--- config.mk ---
export PLATFORM = sky130hd
export DESIGN_NAME = train_led_driver
export DESIGN_NICKNAME = d
export VERILOG_FILES = /design/src/rtl/train_led_pkg.sv /design/src/rtl/train_led_bit_cell.sv /design/src/rtl/train_led_driver.sv
export SDC_FILE = /design/constraint.sdc
export NUM_CORES = 1
export LEC_CHECK = 0
export BUFFER_PORTS_ARGS = -buffer_cell sky130_fd_sc_hd__buf_4
export CAP_MARGIN = 20
export CORE_MARGIN = 2
export CORE_UTILIZATION = 30
export DETAILED_ROUTE_END_ITERATION = 8
export SLEW_MARGIN = 25
export SYNTH_ARGS = -nofsm -noshare
export SYNTH_HDL_FRONTEND = slang
export SYNTH_SLANG_ARGS = --single-unit
--- constraint.sdc ---
create_clock -name clk -period 2.21 [get_ports clk]
set_clock_uncertainty 0.15 [all_clocks]
set_input_delay 0.1105 -clock clk [delete_from_list [all_inputs] [get_ports clk]]
set_output_delay 0.1105 -clock clk [all_outputs]
set_load 0.05 [all_outputs]
--- src/rtl/train_led_pkg.sv ---
// Shared TrainLED protocol constants, transmitter state type and the cell waveform rule.
package train_led_pkg;

  localparam int TL_HI_CLKS       = 4;
  localparam int TL_DATA_CLKS     = 4;
  localparam int TL_LO_CLKS       = 4;
  localparam int TL_CELL_CLKS     = TL_HI_CLKS + TL_DATA_CLKS + TL_LO_CLKS;
  localparam int TL_SAMPLE_POS    = 6;
  localparam int TL_RX_IDLE_RESET = 96;
  localparam int TL_PW_BITS       = 4;

  typedef enum logic [1:0] {
    IDLE,
    CELL,
    GAP
  } tl_tx_state_t;

  // Line level at cell position cc: forced high, then the data bit, then forced low.
  function automatic logic tl_cell_level(input int unsigned cc, input int unsigned hi_clks,
                                         input int unsigned data_clks, input logic data_bit);
    if (cc < hi_clks) return 1'b1;
    if (cc < hi_clks + data_clks) return data_bit;
    return 1'b0;
  endfunction

endpackage

--- src/rtl/train_led_bit_cell.sv ---
// Generates back-to-back pulse-width cells while go is high; dout is registered.
module train_led_bit_cell
  import train_led_pkg::*;
#(
  parameter int HI_CLKS   = TL_HI_CLKS,
  parameter int DATA_CLKS = TL_DATA_CLKS,
  parameter int LO_CLKS   = TL_LO_CLKS
) (
  input  logic clk,
  input  logic rst,
  input  logic go,
  input  logic data_bit,
  output logic dout,
  output logic last
);

  localparam int CELL_CLKS = HI_CLKS + DATA_CLKS + LO_CLKS;
  localparam int CC_W      = $clog2(CELL_CLKS);

  logic [CC_W-1:0] cc_reg;
  logic            dout_reg;

  always_ff @(posedge clk) begin
    if (!rst) begin
      cc_reg   <= '0;
      dout_reg <= 1'b0;
    end else if (go) begin
      dout_reg <= tl_cell_level(32'(cc_reg), 32'(HI_CLKS), 32'(DATA_CLKS), data_bit);
      cc_reg   <= (cc_reg == CC_W'(CELL_CLKS - 1)) ? '0 : cc_reg + 1'b1;
    end else begin
      cc_reg   <= '0;
      dout_reg <= 1'b0;
    end
  end

  assign dout = dout_reg;
  // Seen by the top on the final clock of a cell so the next bit is ready at cc=0.
  assign last = go && (cc_reg == CC_W'(CELL_CLKS - 1));

endmodule

--- src/rtl/train_led_driver.sv ---
// TrainLED chain master: latches one frame, serialises it MSB first, then holds the reset gap.
module train_led_driver
  import train_led_pkg::*;
#(
  parameter int NODES      = 4,
  parameter int PW_BITS    = TL_PW_BITS,
  parameter int HI_CLKS    = TL_HI_CLKS,
  parameter int DATA_CLKS  = TL_DATA_CLKS,
  parameter int LO_CLKS    = TL_LO_CLKS,
  parameter int RESET_CLKS = 100
) (
  input  logic                     clk,
  input  logic                     rst,
  input  logic                     start,
  input  logic [NODES*PW_BITS-1:0] frame,
  output logic                     busy,
  output logic                     done,
  output logic                     dout
);

  localparam int FRAME_BITS = NODES * PW_BITS;
  localparam int IDX_W      = $clog2(FRAME_BITS + 1);
  localparam int GAP_W      = $clog2(RESET_CLKS + 1);

  if (NODES < 1 || LO_CLKS < 2 || HI_CLKS < 2 || RESET_CLKS < 99) begin : g_param_check
    $error("train_led_driver: illegal parameters (NODES>=1, HI_CLKS>=2, LO_CLKS>=2, RESET_CLKS>=99)");
  end

  tl_tx_state_t          state_reg;
  logic [FRAME_BITS-1:0] shreg_reg;
  logic [IDX_W-1:0]      bit_idx_reg;
  logic [GAP_W-1:0]      gap_cnt_reg;
  logic                  busy_reg;
  logic                  done_reg;
  logic                  cell_last;

  train_led_bit_cell #(
    .HI_CLKS  (HI_CLKS),
    .DATA_CLKS(DATA_CLKS),
    .LO_CLKS  (LO_CLKS)
  ) u_bit_cell (
    .clk     (clk),
    .rst     (rst),
    .go      (state_reg == CELL),
    .data_bit(shreg_reg[FRAME_BITS-1]),
    .dout    (dout),
    .last    (cell_last)
  );

  always_ff @(posedge clk) begin
    if (!rst) begin
      state_reg   <= IDLE;
      shreg_reg   <= '0;
      bit_idx_reg <= '0;
      gap_cnt_reg <= '0;
      busy_reg    <= 1'b0;
      done_reg    <= 1'b0;
    end else begin
      done_reg <= 1'b0;
      case (state_reg)
        IDLE: begin
          if (start) begin
            shreg_reg   <= frame;
            bit_idx_reg <= '0;
            gap_cnt_reg <= '0;
            busy_reg    <= 1'b1;
            state_reg   <= CELL;
          end
        end
        CELL: begin
          if (cell_last) begin
            shreg_reg   <= shreg_reg << 1;
            bit_idx_reg <= bit_idx_reg + 1'b1;
            if (bit_idx_reg == IDX_W'(FRAME_BITS - 1)) begin
              gap_cnt_reg <= '0;
              state_reg   <= GAP;
            end
          end
        end
        GAP: begin
          gap_cnt_reg <= gap_cnt_reg + 1'b1;
          // done is raised one edge early so it is high during the last gap cycle,
          // while the FSM is still in GAP and a coincident start is ignored.
          if (gap_cnt_reg == GAP_W'(RESET_CLKS - 2)) done_reg <= 1'b1;
          if (gap_cnt_reg == GAP_W'(RESET_CLKS - 1)) begin
            gap_cnt_reg <= '0;
            bit_idx_reg <= '0;
            busy_reg    <= 1'b0;
            state_reg   <= IDLE;
          end
        end
        default: state_reg <= IDLE;
      endcase
    end
  end

  assign busy = busy_reg;
  assign done = done_reg;

endmodule
==> results.py <==
metrics = {
    "timing": {
        "slew_headroom_pct": 70.3,
        "worst_pin_slew_ps": 445,
        "fin_tns_setup_ps": 0,
        "finalMaxSlewViolations": 0,
        "finalCritPeriodShare_pct": 91.0,
        "setup-violations-final": 0,
        "finalHoldViolCount": 0,
        "post-route-min-period_ps": 2010,
        "rsz0062_at_grt": "no",
        "max_freq_mhz": 497,
    },
    "global_routing": {
        "grt_max_degree": 31,
        "grt_use_total_pct": 13.9,
        "antenna_found_initial": 0,
        "grt_pass1_vias": 1491,
        "grt_pass1_wl_um": 6810,
        "grt-ovfl-total": 0,
    },
    "floorplan": {
        "core_sq_um": 5540,
        "initial_core_util_pct": 31.1,
        "io_pins": 22,
        "die_h_um": 79.8,
        "die_area_sq_um": 6370,
        "dieWidth_um": 79.8,
        "rows": 27,
    },
    "power_and_ir_drop": {
        "irDropWorstVdd_mv": 0.255,
        "power_w": 0.00151,
        "power.leakage_nw": 0.856,
        "power_density_nw_per_um2": 667,
    },
    "place": {
        "io_buffers": 21,
        "place.detailed.hpwl_um": 2560,
        "place_area_sq_um": 1960,
        "gp_congestion": 0.782,
    },
    "yosys": {
        "synth-edff-count": 0,
        "synth_ff_type": "dfxtp_1",
        "yosys_register_bits": 37,
        "synth_fp_nets": 233,
        "netlist_area_sq_um": 1720,
        "synthArstFlopShare_pct": 0,
        "syn_avg_cell_area_sq_um": 8.25,
        "synth_cell_types": 37,
        "netlist_instances": 209,
        "seq_area_frac_synth_pct": 43.0,
        "ys_warn_count": 0,
    },
    "clock_tree": {
        "numCtsBuffers": 5,
        "ctsLongestPathBuffers": 2,
        "tritoncts": "yes",
        "cts-root-buf": "clkbuf_8",
        "clk_pin_slew_ps": 70,
        "clock_sinks": 37,
        "cts_resized": 0,
        "clk-insertion-delay-late_ps": 290,
        "ctsHtreeMaxLevel": 2,
    },
    "finish": {
        "antenna_cells": 0,
        "fin_nets": 273,
        "final_cell_area_sq_um": 2260,
        "largest_reg_flops": 16,
        "drive_gt1_share_pct": 15.6,
        "area_delta_synth_final_pct": 30.9,
        "fin_util_pct": 40.7,
    },
    "detailed_routing": {
        "avgViaCountPerCell": 4.90,
        "drc": 0,
        "drt-pass1-iter-count": 5,
        "wl_per_cell_um": 12.3,
        "drt_wl_total_um": 3970,
        "num_vias": 1578,
        "drtIter0Drc": 99,
        "ant_nets": 0,
    },
    "worst_setup_path": {
        "cpPeakStageDelay_ps": 440,
        "cpMaxStageDelayCell": "or4b_1",
        "crit_type": "register to register",
        "critical_path.cell_chain": "ha_1 > and3_1 > ha_1 > nand2b_1 > a21oi_1 > or4b_1 > a21oi_1",
        "crit_arrival_ps": 2080,
        "crit_buf_inv": 0,
        "critPathCaptureType": "register",
        "worstPathRequired_ps": 2280,
        "start_kind": "register",
        "cp_top_family": "simple AND/OR/NAND/NOR gates",
        "cp_max_fo": 4,
    },
    "run_status": {
        "outcome": "finished clean",
    },
    "job": {
        "max-cap-violations": 0,
    },
    "hold_path": {
        "worstHoldPathType": "register to register",
    },
}
worst reg2reg max path, cell delays in order, from the launching register on:
cell,delay [ps]
dfxtp_1,370
ha_1,190
and3_1,170
ha_1,200
nand2b_1,100
a21oi_1,170
or4b_1,440
a21oi_1,150
report_power, final:
group / switching (W) / internal (W)
sequential: 0.0000186 / 0.000695
clock: 0.000248 / 0.000367
combinational: 0.0000917 / 0.0000851
final timing paths:
kind	slack, ps	end	cells after the start	from
worst max-delay path	200	gap_cnt_reg[6]	7	bit_idx_reg[0]
worst max register to register	200	gap_cnt_reg[6]	7	bit_idx_reg[0]
worst min-delay path	300	u_bit_cell.cc_reg[0]	1	u_bit_cell.cc_reg[0]
worst min register to register	300	u_bit_cell.cc_reg[0]	1	u_bit_cell.cc_reg[0]
cell usage after synthesis (2+ instances only):
cell	number	share of area, %
nor2_1	26	5.7
buf_2	3	0.87
clkbuf_1	6	1.3
or3_1	4	1.5
or4b_1	2	1.2
ha_1	5	3.6
o21ai_0	9	2.6
nand3b_1	2	0.87
a311oi_1	16	8.1
a21oi_1	16	4.6
a31oi_1	2	0.73
nand3_1	8	2.3
nand2b_1	6	2.2
nand2_1	37	8.1
o41ai_1	2	1.0
dfxtp_1	37	43
inv_1	8	1.7
routing by layer:
| layer | GRT usage [%] | part of all wire, % | up-vias |
|---|---|---|---|
| met5 | 0 | 0 | - |
| met4 | 6.10 | 1.6 | 0 |
| met3 | 4.07 | 3.5 | 4 |
| met2 | 21.3 | 47 | 22 |
| met1 | 18.1 | 48 | 728 |
| li1 | - | - | 824 |
logic make-up (layout without fill, tap and decap cells):
logic type / after synthesis / after routing / share of synthesized area (%)
adder cells (fa/ha/maj): 5 / 5 / 3.63
buffers and inverters: 19 / 60 / 5.01
AND/OR/NAND/NOR: 95 / 95 / 27.1
XOR/XNOR: 2 / 2 / 1.02
AO/OA/AOI/OAI: 51 / 51 / 20.2
flip-flops: 37 / 37 / 43.0
metrics by stage:
stage,setup slack (ps),std cells,hold slack (ps)
6_report,199,322,297
5_1_grt,31.2,322,330
4_1_cts,201,322,305
3_5_place_dp,217,296,226
3_3_place_gp,262,296,221
2_1_floorplan,379,209,78.8
final cells by class:
cell class,count,area (sq um)
clock buffer,6,82.6
clock inverter,2,37.5
fill,569,3280
inverter,8,30.0
multi-input combinational,153,901
sequential,37,741
tap,72,90.1
timing repair buffer,44,375
repair_timing:
item	4_1_cts	5_1_grt
endpoints found under the setup margin	0	0
hold endpoints to repair	20	0
hold buffers	18	0
setup buffers	0	0
placed cells by master, fill, tap and decap left out, types with 2 or more instances in the layout:
cell type,count
nand2_1,37
dfxtp_1,37
nor2_1,26
buf_4,26
dlygate4sd3_1,18
a311oi_1,16
a21oi_1,15
o21ai_0,9
inv_1,8
nand3_1,8
nand2b_1,6
clkbuf_8,6
ha_1,5
or3_1,4
o41ai_1,2
or4b_1,2
nand3b_1,2
a31oi_1,2
(Power assumes the default switching activity.)
